## src/rtl/t05_huff_pkg.sv

```systemverilog
// Shared Huffman-tree definitions used by the decoder and the codebook synthesis block.
//   dec_state_e  : decoder FSM states
//   child_kind_e : classification of a 9-bit child field
//   NULL_CHILD   : encoding of an absent child
//   LEFT_*/RIGHT_* : child field positions inside the 71-bit htree word
//   child_kind() : decode a child field into its kind
package t05_huff_pkg;

    typedef enum logic [2:0] {
        ST_IDLE,
        ST_FETCH,
        ST_WAIT_BIT,
        ST_EMIT,
        ST_DONE,
        ST_ERROR
    } dec_state_e;

    typedef enum logic [1:0] {
        CHILD_LEAF,
        CHILD_SUM,
        CHILD_NULL
    } child_kind_e;

    localparam logic [8:0] NULL_CHILD = 9'h180;

    localparam int unsigned LEFT_HI  = 63;
    localparam int unsigned LEFT_LO  = 55;
    localparam int unsigned RIGHT_HI = 54;
    localparam int unsigned RIGHT_LO = 46;

    // NULL_CHILD has bit 8 set, so it must be tested before the sum-node check.
    function automatic child_kind_e child_kind(input logic [8:0] child);
        child_kind_e kind;
        if (child == NULL_CHILD) begin
            kind = CHILD_NULL;
        end else if (child[8]) begin
            kind = CHILD_SUM;
        end else begin
            kind = CHILD_LEAF;
        end
        return kind;
    endfunction

endpackage

```

## src/rtl/t05_huff_node_reg.sv

```systemverilog
// Left/right child pair register for one Huffman tree node.
//   clk, rst              : clock, asynchronous active-low reset
//   load_mem, mem_*       : load the pair from an htree memory word (highest priority)
//   load_root, root_*     : load the pair from the cached root node
//   left, right           : stored children
module t05_huff_node_reg (
    input  logic       clk,
    input  logic       rst,
    input  logic       load_mem,
    input  logic [8:0] mem_left,
    input  logic [8:0] mem_right,
    input  logic       load_root,
    input  logic [8:0] root_left,
    input  logic [8:0] root_right,
    output logic [8:0] left,
    output logic [8:0] right
);

    always_ff @(posedge clk or negedge rst) begin
        if (!rst) begin
            left  <= '0;
            right <= '0;
        end else if (load_mem) begin
            left  <= mem_left;
            right <= mem_right;
        end else if (load_root) begin
            left  <= root_left;
            right <= root_right;
        end
    end

endmodule

```

## src/rtl/t05_huff_decoder.sv

```systemverilog
// Huffman decoder: walks the htree from the root one code bit at a time and
// emits an 8-bit character at every leaf, until char_total characters are out.
//   clk, rst                      : clock, asynchronous active-low reset
//   start, max_index, char_total  : launch a decode (root index, character count)
//   htree_req/index/ack, h_element: htree memory read port
//   bit_in/valid/ready            : compressed bit stream input
//   char_out/valid/ready          : decoded character output
//   finished, err                 : completion / null-child error status
module t05_huff_decoder
    import t05_huff_pkg::*;
#(
    parameter int unsigned CNT_W = 16
) (
    input  logic             clk,
    input  logic             rst,
    input  logic             start,
    input  logic [6:0]       max_index,
    input  logic [CNT_W-1:0] char_total,
    output logic             htree_req,
    output logic [6:0]       htree_index,
    input  logic             htree_ack,
    input  logic [70:0]      h_element,
    input  logic             bit_in,
    input  logic             bit_valid,
    output logic             bit_ready,
    output logic [7:0]       char_out,
    output logic             char_valid,
    input  logic             char_ready,
    output logic             finished,
    output logic             err
);

    dec_state_e       state_q, state_d;
    logic [6:0]       root_q, idx_q;
    logic [CNT_W-1:0] total_q, count_q, count_inc;
    logic [7:0]       char_q;
    logic             root_valid_q;

    logic [8:0]  mem_left, mem_right;
    logic [8:0]  cur_left, cur_right;
    logic [8:0]  root_left, root_right;
    logic [8:0]  sel_child;
    child_kind_e sel_kind;
    logic        accept_start, fetch_done, root_load, bit_take, char_take, reload_root;
    logic        unused_elem_bits;

    assign mem_left   = h_element[LEFT_HI:LEFT_LO];
    assign mem_right  = h_element[RIGHT_HI:RIGHT_LO];
    assign unused_elem_bits = ^{h_element[70:64], h_element[45:0]};

    assign accept_start = start && (state_q inside {ST_IDLE, ST_DONE, ST_ERROR});
    assign fetch_done   = (state_q == ST_FETCH) && htree_ack;
    assign root_load    = fetch_done && (idx_q == root_q);
    assign bit_take     = (state_q == ST_WAIT_BIT) && bit_valid;
    assign char_take    = (state_q == ST_EMIT) && char_ready;
    assign reload_root  = char_take && root_valid_q;
    assign sel_child    = bit_in ? cur_right : cur_left;
    assign sel_kind     = child_kind(sel_child);
    assign count_inc    = count_q + 1'b1;

    t05_huff_node_reg u_cur_node (
        .clk        (clk),
        .rst        (rst),
        .load_mem   (fetch_done),
        .mem_left   (mem_left),
        .mem_right  (mem_right),
        .load_root  (reload_root),
        .root_left  (root_left),
        .root_right (root_right),
        .left       (cur_left),
        .right      (cur_right)
    );

    t05_huff_node_reg u_root_cache (
        .clk        (clk),
        .rst        (rst),
        .load_mem   (root_load),
        .mem_left   (mem_left),
        .mem_right  (mem_right),
        .load_root  (1'b0),
        .root_left  ('0),
        .root_right ('0),
        .left       (root_left),
        .right      (root_right)
    );

    always_ff @(posedge clk or negedge rst) begin
        if (!rst) begin
            state_q <= ST_IDLE;
        end else begin
            state_q <= state_d;
        end
    end

    always_comb begin
        state_d = state_q;
        unique case (state_q)
            ST_IDLE, ST_DONE, ST_ERROR: begin
                if (start) begin
                    state_d = (char_total == '0) ? ST_DONE : ST_FETCH;
                end
            end
            ST_FETCH: begin
                if (htree_ack) begin
                    state_d = ST_WAIT_BIT;
                end
            end
            ST_WAIT_BIT: begin
                if (bit_valid) begin
                    unique case (sel_kind)
                        CHILD_NULL: state_d = ST_ERROR;
                        CHILD_SUM:  state_d = ST_FETCH;
                        default:    state_d = ST_EMIT;
                    endcase
                end
            end
            ST_EMIT: begin
                if (char_ready) begin
                    if (count_inc == total_q) begin
                        state_d = ST_DONE;
                    end else begin
                        // The root is always the first node fetched, so the
                        // cache is valid here; the refetch path is a safeguard.
                        state_d = root_valid_q ? ST_WAIT_BIT : ST_FETCH;
                    end
                end
            end
            default: state_d = ST_IDLE;
        endcase
    end

    always_ff @(posedge clk or negedge rst) begin
        if (!rst) begin
            root_q       <= '0;
            idx_q        <= '0;
            total_q      <= '0;
            count_q      <= '0;
            char_q       <= '0;
            root_valid_q <= 1'b0;
        end else begin
            if (accept_start) begin
                root_q       <= max_index;
                idx_q        <= max_index;
                total_q      <= char_total;
                count_q      <= '0;
                root_valid_q <= 1'b0;
            end
            if (root_load) begin
                root_valid_q <= 1'b1;
            end
            if (bit_take && (sel_kind == CHILD_SUM)) begin
                idx_q <= sel_child[6:0];
            end
            if (bit_take && (sel_kind == CHILD_LEAF)) begin
                char_q <= sel_child[7:0];
            end
            if (char_take) begin
                count_q <= count_inc;
                if (!root_valid_q) begin
                    idx_q <= root_q;
                end
            end
        end
    end

    always_comb begin
        htree_req  = (state_q == ST_FETCH);
        bit_ready  = (state_q == ST_WAIT_BIT);
        char_valid = (state_q == ST_EMIT);
        finished   = (state_q == ST_DONE);
        err        = (state_q == ST_ERROR);
    end

    assign htree_index = idx_q;
    assign char_out    = char_q;

endmodule
```

## config.mk

```make
export PLATFORM = sky130hd
export DESIGN_NAME = t05_huff_decoder
export DESIGN_NICKNAME = d
export VERILOG_FILES = /design/src/rtl/t05_huff_pkg.sv /design/src/rtl/t05_huff_node_reg.sv /design/src/rtl/t05_huff_decoder.sv
export SDC_FILE = /design/constraint.sdc
export NUM_CORES = 1
export LEC_CHECK = 0
export BUFFER_PORTS_ARGS = -buffer_cell sky130_fd_sc_hd__buf_4
export CAP_MARGIN = 20
export CORE_UTILIZATION = 49
export CTS_BUF_LIST = sky130_fd_sc_hd__clkbuf_8 sky130_fd_sc_hd__clkbuf_16
export DETAILED_ROUTE_END_ITERATION = 7
export HOLD_SLACK_MARGIN = 0.06
export MAX_ROUTING_LAYER = met4
export PLACE_DENSITY = 0.77
export SYNTH_ARGS = -nofsm -noshare
export SYNTH_HDL_FRONTEND = slang
export SYNTH_HIERARCHICAL = 1
export SYNTH_SLANG_ARGS = --single-unit
```

## constraint.sdc

```tcl
create_clock -name clk -period 2.2 [get_ports clk]
set_input_delay 0.44 -clock clk [delete_from_list [all_inputs] [get_ports clk]]
set_output_delay 0.44 -clock clk [all_outputs]
set_load 0.02 [all_outputs]
```

==> impl_metrics.csv, run 1 <==
group,metric,value,unit
status,outcome,"complete, no violations",
place,dpl_worst_slack,-0.0243,ns
floorplanning,start_util,0.512,
power,p_per_area,1070,nW/um2
finish,layout-drive-gt1-share,0.225,
clock_tree,cts_tree,"yes",
clock_tree,insertion_delay,0.37,ns
yosys,synthCells,554,
yosys,synth.distinct_cells,55,
yosys,synthTopCellsByArea,"dfrtp_1 46%, nand2_1 11%, mux2i_1 7.5%, o21ai_0 4.8%, mux2_2 2.9%",
yosys,synth_compound_area_frac,0.129,
place,dp_hpwl,8780,um
sta,fin_crit,2.12,ns
yosys,synthMuxAreaShare,0.104,
grt,grt_first_pass_wirelength,20500,um
sta,tightest_slew,0.636,ns
drt,wirelength,12200,um
drt,drc,0,
yosys,syn_avg_cell_area,9.16,um2
clock_tree,clock-root-buffer,"clkbuf_8",
place,dpl-instance-area,5920,um2
grt,overflow,0,
place,dp.cells,773,
grt,grt_start_max_net_pins,40,
clock_tree,ctsHtreeMaxLevel,3,
clock_tree,clkTransAtPathRegs,0.09,ns
yosys,synth_xor_area_frac,0.0466,
grt,first_global_vias,4317,
floorplanning,die_height,104,um
sta,timing.final.ws_setup,0.0789,ns
drt,vias,4309,
drt,via_per_inst,5.45,
yosys,synth_commonest_cells,"144 x nand2_1, 94 x dfrtp_1, 49 x o21ai_0, 38 x mux2i_1",
finish,area_delta_synth_final,21.8,%
drt,wire_per_inst,15.4,um
flow_run,max_cap_violations,0,
sta,setup_tns,0,ns
sta,finalHoldViolCount,0,
setup_path,rr_worst_depth,9,
floorplanning,fp.dieW,104,um
yosys,synth_top_flop_cell,"dfrtp_1",
finish,nets,756,
sta,max_freq,471,MHz
clock_tree,clock-sinks,94,
floorplanning,coreArea,9910,um2
finish,fin_util,0.624,
yosys,synth_fa_ha_area_frac,0.00246,
clock_tree,cts_buffer_depth,2,
yosys,ys_seq_elements,94,
finish,fin_area,6180,um2
clock_tree,cts_buffers,9,
setup_path,critPathArrivalTime,2.37,ns
hold_path,hold_path.class,"in -> reg",
hold_path,hold_depth,3,
setup_path,cp.required,2.45,ns
sta,maxSlewViolCount,0,
sta,finalCritPeriodShare,0.964,
grt,grt_use_total,0.245,
yosys,ys.warnings.count,6,
yosys,yosysMostFrequentCell,"nand2_1",
finish,nFillCells,839,
place,gp_congestion,0.893,
yosys,synthArstFlopShare,1.00,
yosys,synth_simple_gate_area_frac,0.216,
drt,drtAntennaViolNets,0,
sta,finalSetupViolations,0,
yosys,yosysTopAreaCellShare,0.463,
sta,skew,0.0104,ns
setup_path,start_kind,"flip-flop",
yosys,syn_area,5080,um2
finish,instances_no_fill,790,
setup_path,cp_max_fo,4,
power,peakVddDrop,659,uV
power,p_leak,2.86,nW
floorplanning,die_area,10800,um2
yosys,synth_edf_count,0,
place,port_buffers,67,
sta,slew_headroom,0.575,
setup_path,path_class,"reg -> reg",
finish,antennaDiodeCount,0,
yosys,synth-seq-area-share,0.463,
drt,first_iter_violations,235,
floorplanning,num_rows,36,
grt,antenna_found_initial,0,
setup_path,end_kind,"flip-flop",
drt,detail_route.first_pass.iterations,5,
yosys,synth_top_area_cell,"dfrtp_1",
yosys,synth_top_family_by_area,"simple AND/OR/NAND/NOR gates",
floorplanning,ios,121,
[what timing repair did]
item / in CTS / in global routing
resized for setup: 0 / 9
buffers inserted: 0 / 2
hold endpoints to repair: 29 / 0
setup endpoints to repair: 0 / 3
hold buffers: 1 / 0
[per-layer routing]
| layer | vias up | global-route usage | share of wire |
|---|---|---|---|
| met1 | 2098 | 0.304 | 0.44 |
| met2 | 102 | 0.407 | 0.50 |
| met4 | 0 | 0.0847 | 0.019 |
| met3 | 18 | 0.0434 | 0.038 |
| met5 | - | - | 0 |
| li1 | 2091 | - | - |
[stage by stage]
stage,hold WS [ns],total power [mW]
after floorplan,0.144,4.42
after global placement,0.401,5.22
after detailed placement,0.405,5.35
after CTS,0.256,6.61
after global routing,0.265,7.06
final,0.262,6.63
[critical path, stage by stage, from the launching register on]
cell and delay, ns:
dfrtp_2 0.43, ha_2 0.25, nand3_4 0.10, nor4_4 0.29, buf_4 0.17, nand3_1 0.09
o22ai_1 0.14, o2111a_1 0.20, and4_4 0.26, o22ai_1 0.08
[sequential cells by signal (all words and copies together) (netlist names)]
signal / flops
root_valid_q: 1
total_q: 16
u_cur_node/left: 9
root_q: 7
count_q: 16
char_out: 8
state_q: 3
u_cur_node/right: 9
u_root_cache/right: 9
u_root_cache/left: 9
htree_index: 7
[area by class of cell]
type                    instances  area (um2)  area share
clock buffers                   9         124      0.0200
clock inverters                 5        85.1      0.0138
inverters                       5        18.8     0.00304
multi-input cells             444        2640       0.427
flip-flops and latches         94        2360       0.381
well taps                     133         166      0.0269
repair buffers                100         791       0.128
[power breakdown]
part / internal (mW) / total (mW) / switching (mW) / leakage (nW)
clock: 0.636 / 1.25 / 0.611 / 0.107
combinational: 1.15 / 2.56 / 1.42 / 1.57
sequential: 2.29 / 2.82 / 0.529 / 1.18
[path summary, 6_finish.rpt]
kind                                from                  end  slack [ns]
max                           count_q[0]           state_q[1]        0.08
min                        char_total[9]           total_q[9]        0.26
max reg2reg                   count_q[0]           state_q[1]        0.08
min reg2reg                  char_out[7]          char_out[7]        0.51
max in group asynchronous            rst  u_cur_node/right[8]        0.97
min in group asynchronous            rst           count_q[5]        0.53
[layout by cell type (no fill, tap or decap), types with 16 or more instances in the layout]
cell type and instances:
a21oi_1 21, buf_4 96, conb_1 19, dfrtp_1 89
mux2i_1 38, nand2_1 144, nor2_1 21, o21ai_0 49
o21ai_1 20, xnor2_1 16
[kinds of logic (layout without fill, tap and decap cells)]
family / after synthesis / count (layout)
AOI/OAI and AO/OA: 116 / 116
xor gates and xnor gates: 27 / 27
adders and majority gates: 1 / 1
buffers and inverters: 34 / 119
DFF: 94 / 94
muxes: 51 / 51
other: 1 / 19
and+or+nand+nor: 230 / 230
No activity file was read; power rests on OpenSTA's default activity.
==> run 2, diff against run 1 <==
--- a/config.mk
+++ b/config.mk
@@ -6,13 +6,13 @@
 export NUM_CORES = 1
 export LEC_CHECK = 0
 export BUFFER_PORTS_ARGS = -buffer_cell sky130_fd_sc_hd__buf_4
-export CAP_MARGIN = 20
-export CORE_UTILIZATION = 49
+export CAP_MARGIN = 25
+export CORE_UTILIZATION = 54
 export CTS_BUF_LIST = sky130_fd_sc_hd__clkbuf_8 sky130_fd_sc_hd__clkbuf_16
 export DETAILED_ROUTE_END_ITERATION = 7
 export HOLD_SLACK_MARGIN = 0.06
 export MAX_ROUTING_LAYER = met4
-export PLACE_DENSITY = 0.77
+export PLACE_DENSITY = 0.8
 export SYNTH_ARGS = -nofsm -noshare
 export SYNTH_HDL_FRONTEND = slang
 export SYNTH_HIERARCHICAL = 1
==> constraint.sdc (replaced) <==
create_clock -name clk -period 2.1 [get_ports clk]
set_input_delay 0.42 -clock clk [delete_from_list [all_inputs] [get_ports clk]]
set_output_delay 0.42 -clock clk [all_outputs]
set_load 0.02 [all_outputs]
==> run 2 against run 1 <==
Compared with the run above: the flow now finishes with violations (setup timing); clock skew shrank 0.0010 ns; sequential power increased by 5%; cell area is 2.3% higher; worst hold slack got worse by 0.015 ns.
==> impl_metrics.csv, run 2 (synthesis results as in run 1) <==
group,metric,value,unit
setup_path,path_cells,"buf_4 > nand4_4 > nor3_4 > or3_4 > a32o_1 > nor4_2 > and4_4 > o31ai_2",
setup_path,cp.required,2.35,ns
sta,tightest_slew,0.631,ns
sta,skew,0.00933,ns
place,port_buffers,67,
place,dpl_worst_slack,-0.0687,ns
power,peakVddDrop,784,uV
sta,max_freq,469,MHz
grt,first_global_vias,4440,
drt,detail_route.first_pass.iterations,4,
clock_tree,ctsHtreeMaxLevel,3,
drt,first_iter_violations,396,
sta,fin_crit,2.13,ns
power,p_sw_frac,0.397,
sta,grt_setup_unrepaired,"yes",
power,netSwitchingPower,2.86,mW
drt,wirelength,12900,um
setup_path,crit_path_top_delay_cell,"dfrtp_1",
power,p_leak,2.93,nW
clock_tree,clock-root-buffer,"clkbuf_8",
finish,layout-drive-gt1-share,0.255,
drt,via_per_inst,5.68,
power,p_clk_frac,0.194,
grt,grt_first_pass_wirelength,20900,um
floorplanning,fp.dieW,99.0,um
grt,antenna_found_initial,0,
place,dp.cells,759,
power,p_per_area,1140,nW/um2
clock_tree,cts_tree,"yes",
finish,final_common_cell,"nand2_1",
place,dpl-instance-area,5950,um2
finish,antennaDiodeCount,0,
setup_path,start_kind,"flip-flop",
hold_path,hold_path.class,"in -> reg",
drt,drtAntennaViolNets,0,
place,dp_hpwl,8940,um
flow_run,max_cap_violations,0,
setup_path,crit_path_max_incr_delay,0.44,ns
setup_path,cp_max_fo,4,
floorplanning,num_rows,35,
clock_tree,clkTransAtPathRegs,0.10,ns
place,gp_congestion,0.903,
setup_path,path_class,"reg -> reg",
status,failed_checks,"setup timing",
power,seqPwrFrac,0.411,
grt,grt_start_max_net_pins,38,
sta,finalSetupViolations,3,
finish,reg_top3,"count_q x16, total_q x16",
finish,area_delta_synth_final,24.6,%
setup_path,end_kind,"flip-flop",
floorplanning,ios,121,
drt,vias,4419,
grt,overflow,0,
floorplanning,coreArea,9150,um2
finish,instances_no_fill,778,
floorplanning,die_height,99.0,um
clock_tree,insertion_delay,0.37,ns
clock_tree,clock-sinks,94,
drt,wire_per_inst,16.6,um
finish,layout_common_cells,"144 x nand2_1, 103 x buf_4, 90 x dfrtp_1",
power,p_comb_frac,0.395,
grt,grt_use_total,0.281,
setup_path,critPathArrivalTime,2.38,ns
sta,finalHoldViolCount,0,
floorplanning,die_area,9790,um2
floorplanning,start_util,0.555,
sta,finalCritPeriodShare,1.02,
clock_tree,cts_buffers,9,
status,outcome,"finished, violations left",
drt,drc,0,
sta,slew_headroom,0.578,
finish,nets,764,
clock_tree,cts_buffer_depth,2,
finish,fin_area,6330,um2
sta,maxSlewViolCount,0,
sta,timing.final.ws_setup,-0.0318,ns
power,internal_power,4.36,mW
## run 2: cell types whose count changed in the layout (fill, tap and decap cells not counted), moves of 2 or more
cell | previous run | this run
buf_4 | 96 | 103
clkinvlp_4 | 0 | 2
inv_6 | 0 | 2
nand3_1 | 10 | 8
nand3_2 | 1 | 3
nor3b_1 | 4 | 2
nor3b_2 | 2 | 4
nor4_1 | 9 | 6
nor4_2 | 2 | 4
o22ai_1 | 4 | 1
o22ai_2 | 0 | 3
## run 2: metrics by stage
stage / total power, mW / hold slack (ns) / TNS [ns] / util
2_1_floorplan: 4.63 / 0.124 / -0.150 / -
3_3_place_gp: 5.51 / 0.295 / -0.0524 / 0.651
3_5_place_dp: 5.66 / 0.304 / -0.288 / 0.651
4_1_cts: 7.09 / 0.232 / -0.0149 / 0.679
5_1_grt: 7.64 / 0.251 / -0.172 / 0.691
6_report: 7.22 / 0.247 / -0.0865 / 0.691
## run 2: path summary, 6_finish.rpt
kind                          startpoint                  end  slack, ns  depth (start not counted)
setup / recovery              count_q[1]           state_q[0]      -0.03                          8
hold / removal             char_total[2]           total_q[2]       0.25                          3
setup reg to reg              count_q[1]           state_q[0]      -0.03                          8
hold reg to reg               total_q[7]           total_q[7]       0.51                          2
max in group asynchronous            rst  u_cur_node/right[8]       1.03                          3
min in group asynchronous            rst           total_q[6]       0.45                          2
## run 2: layout make-up
| class | instances | area (um2) |
|---|---|---|
| well taps | 111 | 139 |
| clock buffers | 9 | 124 |
| inverters | 5 | 18.8 |
| clock inverters | 7 | 104 |
| fillers | 682 | 2820 |
| multi-input cells | 444 | 2730 |
| repair buffers | 108 | 855 |
| flip-flops and latches | 94 | 2360 |
## run 2: critical path, delay by kind of cell (launching register included)
family	cells	cell delay, ns
AOI/OAI and AO/OA	2	0.29
buffers and inverters	1	0.17
DFF	1	0.44
and+or+nand+nor	5	1.11
## run 2: timing repair
item	CTS	global route
pin swaps	2	8
setup endpoints to repair	4	9
gates resized for setup	5	18
hold buffers	1	0
buffers inserted	0	2
endpoints found under the hold margin	14	0
gates cloned	0	0
## run 2: power by group through the flow
stage	registers (mW)	logic [mW]	clock network [mW]
after global routing	3.03	3.12	1.49
final	2.97	2.85	1.40
after floorplan	2.95	1.68	0
after global placement	2.92	2.59	0
after CTS	2.93	2.74	1.42
after detailed placement	2.95	2.71	0
## run 2: routing by layer
metal	share of wire	up-vias	GRT usage
li1	-	2120	-
met2	0.50	150	0.453
met4	0.020	0	0.113
met5	0	-	-
met1	0.43	2124	0.359
met3	0.050	25	0.0390
==> run 3, diff against run 2 <==
--- a/config.mk
+++ b/config.mk
@@ -11,7 +11,6 @@
 export CTS_BUF_LIST = sky130_fd_sc_hd__clkbuf_8 sky130_fd_sc_hd__clkbuf_16
 export DETAILED_ROUTE_END_ITERATION = 7
 export HOLD_SLACK_MARGIN = 0.06
-export MAX_ROUTING_LAYER = met4
 export PLACE_DENSITY = 0.8
 export SYNTH_ARGS = -nofsm -noshare
 export SYNTH_HDL_FRONTEND = slang
==> run 3 against run 2 <==
Compared with the run above: via count fell by 0.79%; clock power increased by 8%; routed wire length down 2.1%; sequential share of layout area rose by 0.18 points; utilization is 0.41 points lower; critical endpoint is now state_q[1]; worst setup slack better by 0.050 ns; the run now ends clean; largest cell class unchanged; combinational power decreased by 3%; sequential power about the same; fmax is 2.4% higher; global-route usage is 1.1 points lower; sequential cell count is the same.
==> impl_metrics.csv, run 3 (synthesis results as in run 1) <==
group,metric,value,unit
clock_tree,cts_buffers,9,
sta,finalCritPeriodShare,0.991,
grt,overflow,0,
hold_path,hold_depth,3,
setup_path,crit_path_top_delay_cell,"dfrtp_1",
clock_tree,cts_tree,"yes",
sta,grt_setup_unrepaired,"yes",
setup_path,path_class,"reg -> reg",
setup_path,critPathArrivalTime,2.33,ns
place,gp_congestion,0.893,
floorplanning,coreArea,9150,um2
sta,hold_ws,0.246,ns
clock_tree,post_cts_buffers,0,
clock_tree,cts_buffer_depth,2,
floorplanning,fp.dieW,99.0,um
hold_path,min_from,"char_total[9]",
setup_path,critPathBufInv,1,
grt,grt_first_pass_wirelength,20700,um
clock_tree,clock-sinks,94,
drt,detail_route.first_pass.iterations,5,
sta,setup_tns,0,ns
floorplanning,num_rows,35,
grt,antenna_found_initial,0,
floorplanning,die_height,99.0,um
power,p_leak,2.93,nW
drt,via_per_inst,5.66,
status,outcome,"complete, no violations",
place,port_buffers,67,
power,peakVddDrop,732,uV
sta,tightest_slew,0.631,ns
setup_path,cp_max_fo,5,
power,p_per_area,1150,nW/um2
flow_run,max_cap_violations,0,
sta,skew,0.0100,ns
finish,antennaDiodeCount,0,
clock_tree,clkTransAtPathRegs,0.09,ns
drt,drtAntennaViolNets,0,
drt,wl_met3,671,um
drt,vias,4384,
sta,maxSlewViolCount,0,
floorplanning,die_area,9790,um2
setup_path,cp.required,2.35,ns
setup_path,startpoint,"count_q[0]",
finish,final_common_cell,"nand2_1",
sta,max_freq,480,MHz
clock_tree,insertion_delay,0.37,ns
sta,slew_headroom,0.578,
hold_path,worstHoldEndpoint,"total_q[9]",
drt,highest_layer,"met4",
drt,m1WireLength,5360,um
finish,reg_top3,"count_q x16, total_q x16",
power,total_power,7.25,mW
drt,first_iter_violations,354,
clock_tree,ctsHtreeMaxLevel,3,
setup_path,crit_path_max_incr_delay,0.42,ns
sta,finalHoldViolCount,0,
setup_path,end_kind,"flip-flop",
place,dp_hpwl,8880,um
drt,wire_per_inst,16.4,um
drt,wirelength,12700,um
finish,area_delta_synth_final,23.9,%
drt,met2WireLength,6480,um
floorplanning,ios,121,
drt,drc,0,
hold_path,hold_path.class,"in -> reg",
setup_path,reg2reg_from,"count_q[0]",
setup_path,path_cells,"buf_4 > nand4_4 > nor3_4 > or3_1 > a32o_1 > nor4_2 > and4_4 > o22ai_1",
grt,grt_use_total,0.270,
finish,layout_common_cells,"144 x nand2_1, 100 x buf_4, 92 x dfrtp_1",
setup_path,r2r-end,"state_q[1]",
setup_path,ff2ff_setup_slack,0.02,ns
floorplanning,start_util,0.555,
grt,first_global_vias,4370,
grt,grt_start_max_net_pins,39,
setup_path,cpLargestDelayFamily,"simple AND/OR/NAND/NOR gates",
finish,nets,760,
setup_path,rr_worst_depth,8,
sta,fin_crit,2.08,ns
finish,layout-drive-gt1-share,0.240,
clock_tree,clock-root-buffer,"clkbuf_8",
setup_path,start_kind,"flip-flop",
sta,finalSetupViolations,0,
[run 3: cell count changes in the layout (fill, tap and decap cells not counted), sizes merged]
| cell | previous run | this run |
|---|---|---|
| buf | 107 | 103 |
| bufinv | 2 | 3 |
| clkbuf | 9 | 11 |
| inv | 8 | 5 |
[run 3: area by class of cell]
cell class                      instances  area, um2
Sequential cell                        94       2350
Timing Repair Buffer                  104        821
Fill cell                             691       2860
Clock inverter                          5        105
Tap cell                              111        139
Clock buffer                           11        151
Inverter                                5       18.8
Multi-Input combinational cell        444       2700
[run 3: worst max-delay path by stage]
stage / cells after the start / endpoint
floorplan: 10 / u_cur_node/left[3]
global placement: 8 / state_q[2]
detailed placement: 8 / state_q[2]
CTS: 8 / state_q[1]
global route: 7 / state_q[1]
finish: 8 / state_q[1]
[run 3: where the power goes]
| group | switching (mW) | internal (mW) |
|---|---|---|
| Sequential | 0.568 | 2.40 |
| Clock | 0.653 | 0.856 |
| Combinational | 1.53 | 1.24 |
| Total | 2.75 | 4.50 |
[run 3: tightest hold or removal path, stage by stage]
cell     delay [ns]
buf_4          0.08
nand2_1        0.04
nand2_1        0.04
[run 3: metal layers]
metal | GRT usage | up-vias
met5 | 0 | -
met1 | 0.344 | 2122
li1 | - | 2109
met2 | 0.464 | 142
met3 | 0.0475 | 11
met4 | 0.0941 | 0
[run 3: timing repair]
action / in CTS / in global routing
pin swaps: 2 / 7
resized for setup: 4 / 12
endpoints found under the hold margin: 36 / 0
endpoints found under the setup margin: 3 / 16
hold buffers: 1 / 0
[run 3: metrics by stage]
stage | area (um2) | instances | setup slack [ns] | utilization
floorplan | 5150 | 572 | -0.0151 | -
global placement | 5940 | 757 | -0.0448 | 0.649
detailed placement | 5940 | 757 | -0.0669 | 0.649
CTS | 6240 | 774 | 0.00670 | 0.681
global route | 6290 | 774 | -0.119 | 0.687
finish | 6290 | 774 | 0.0182 | 0.687
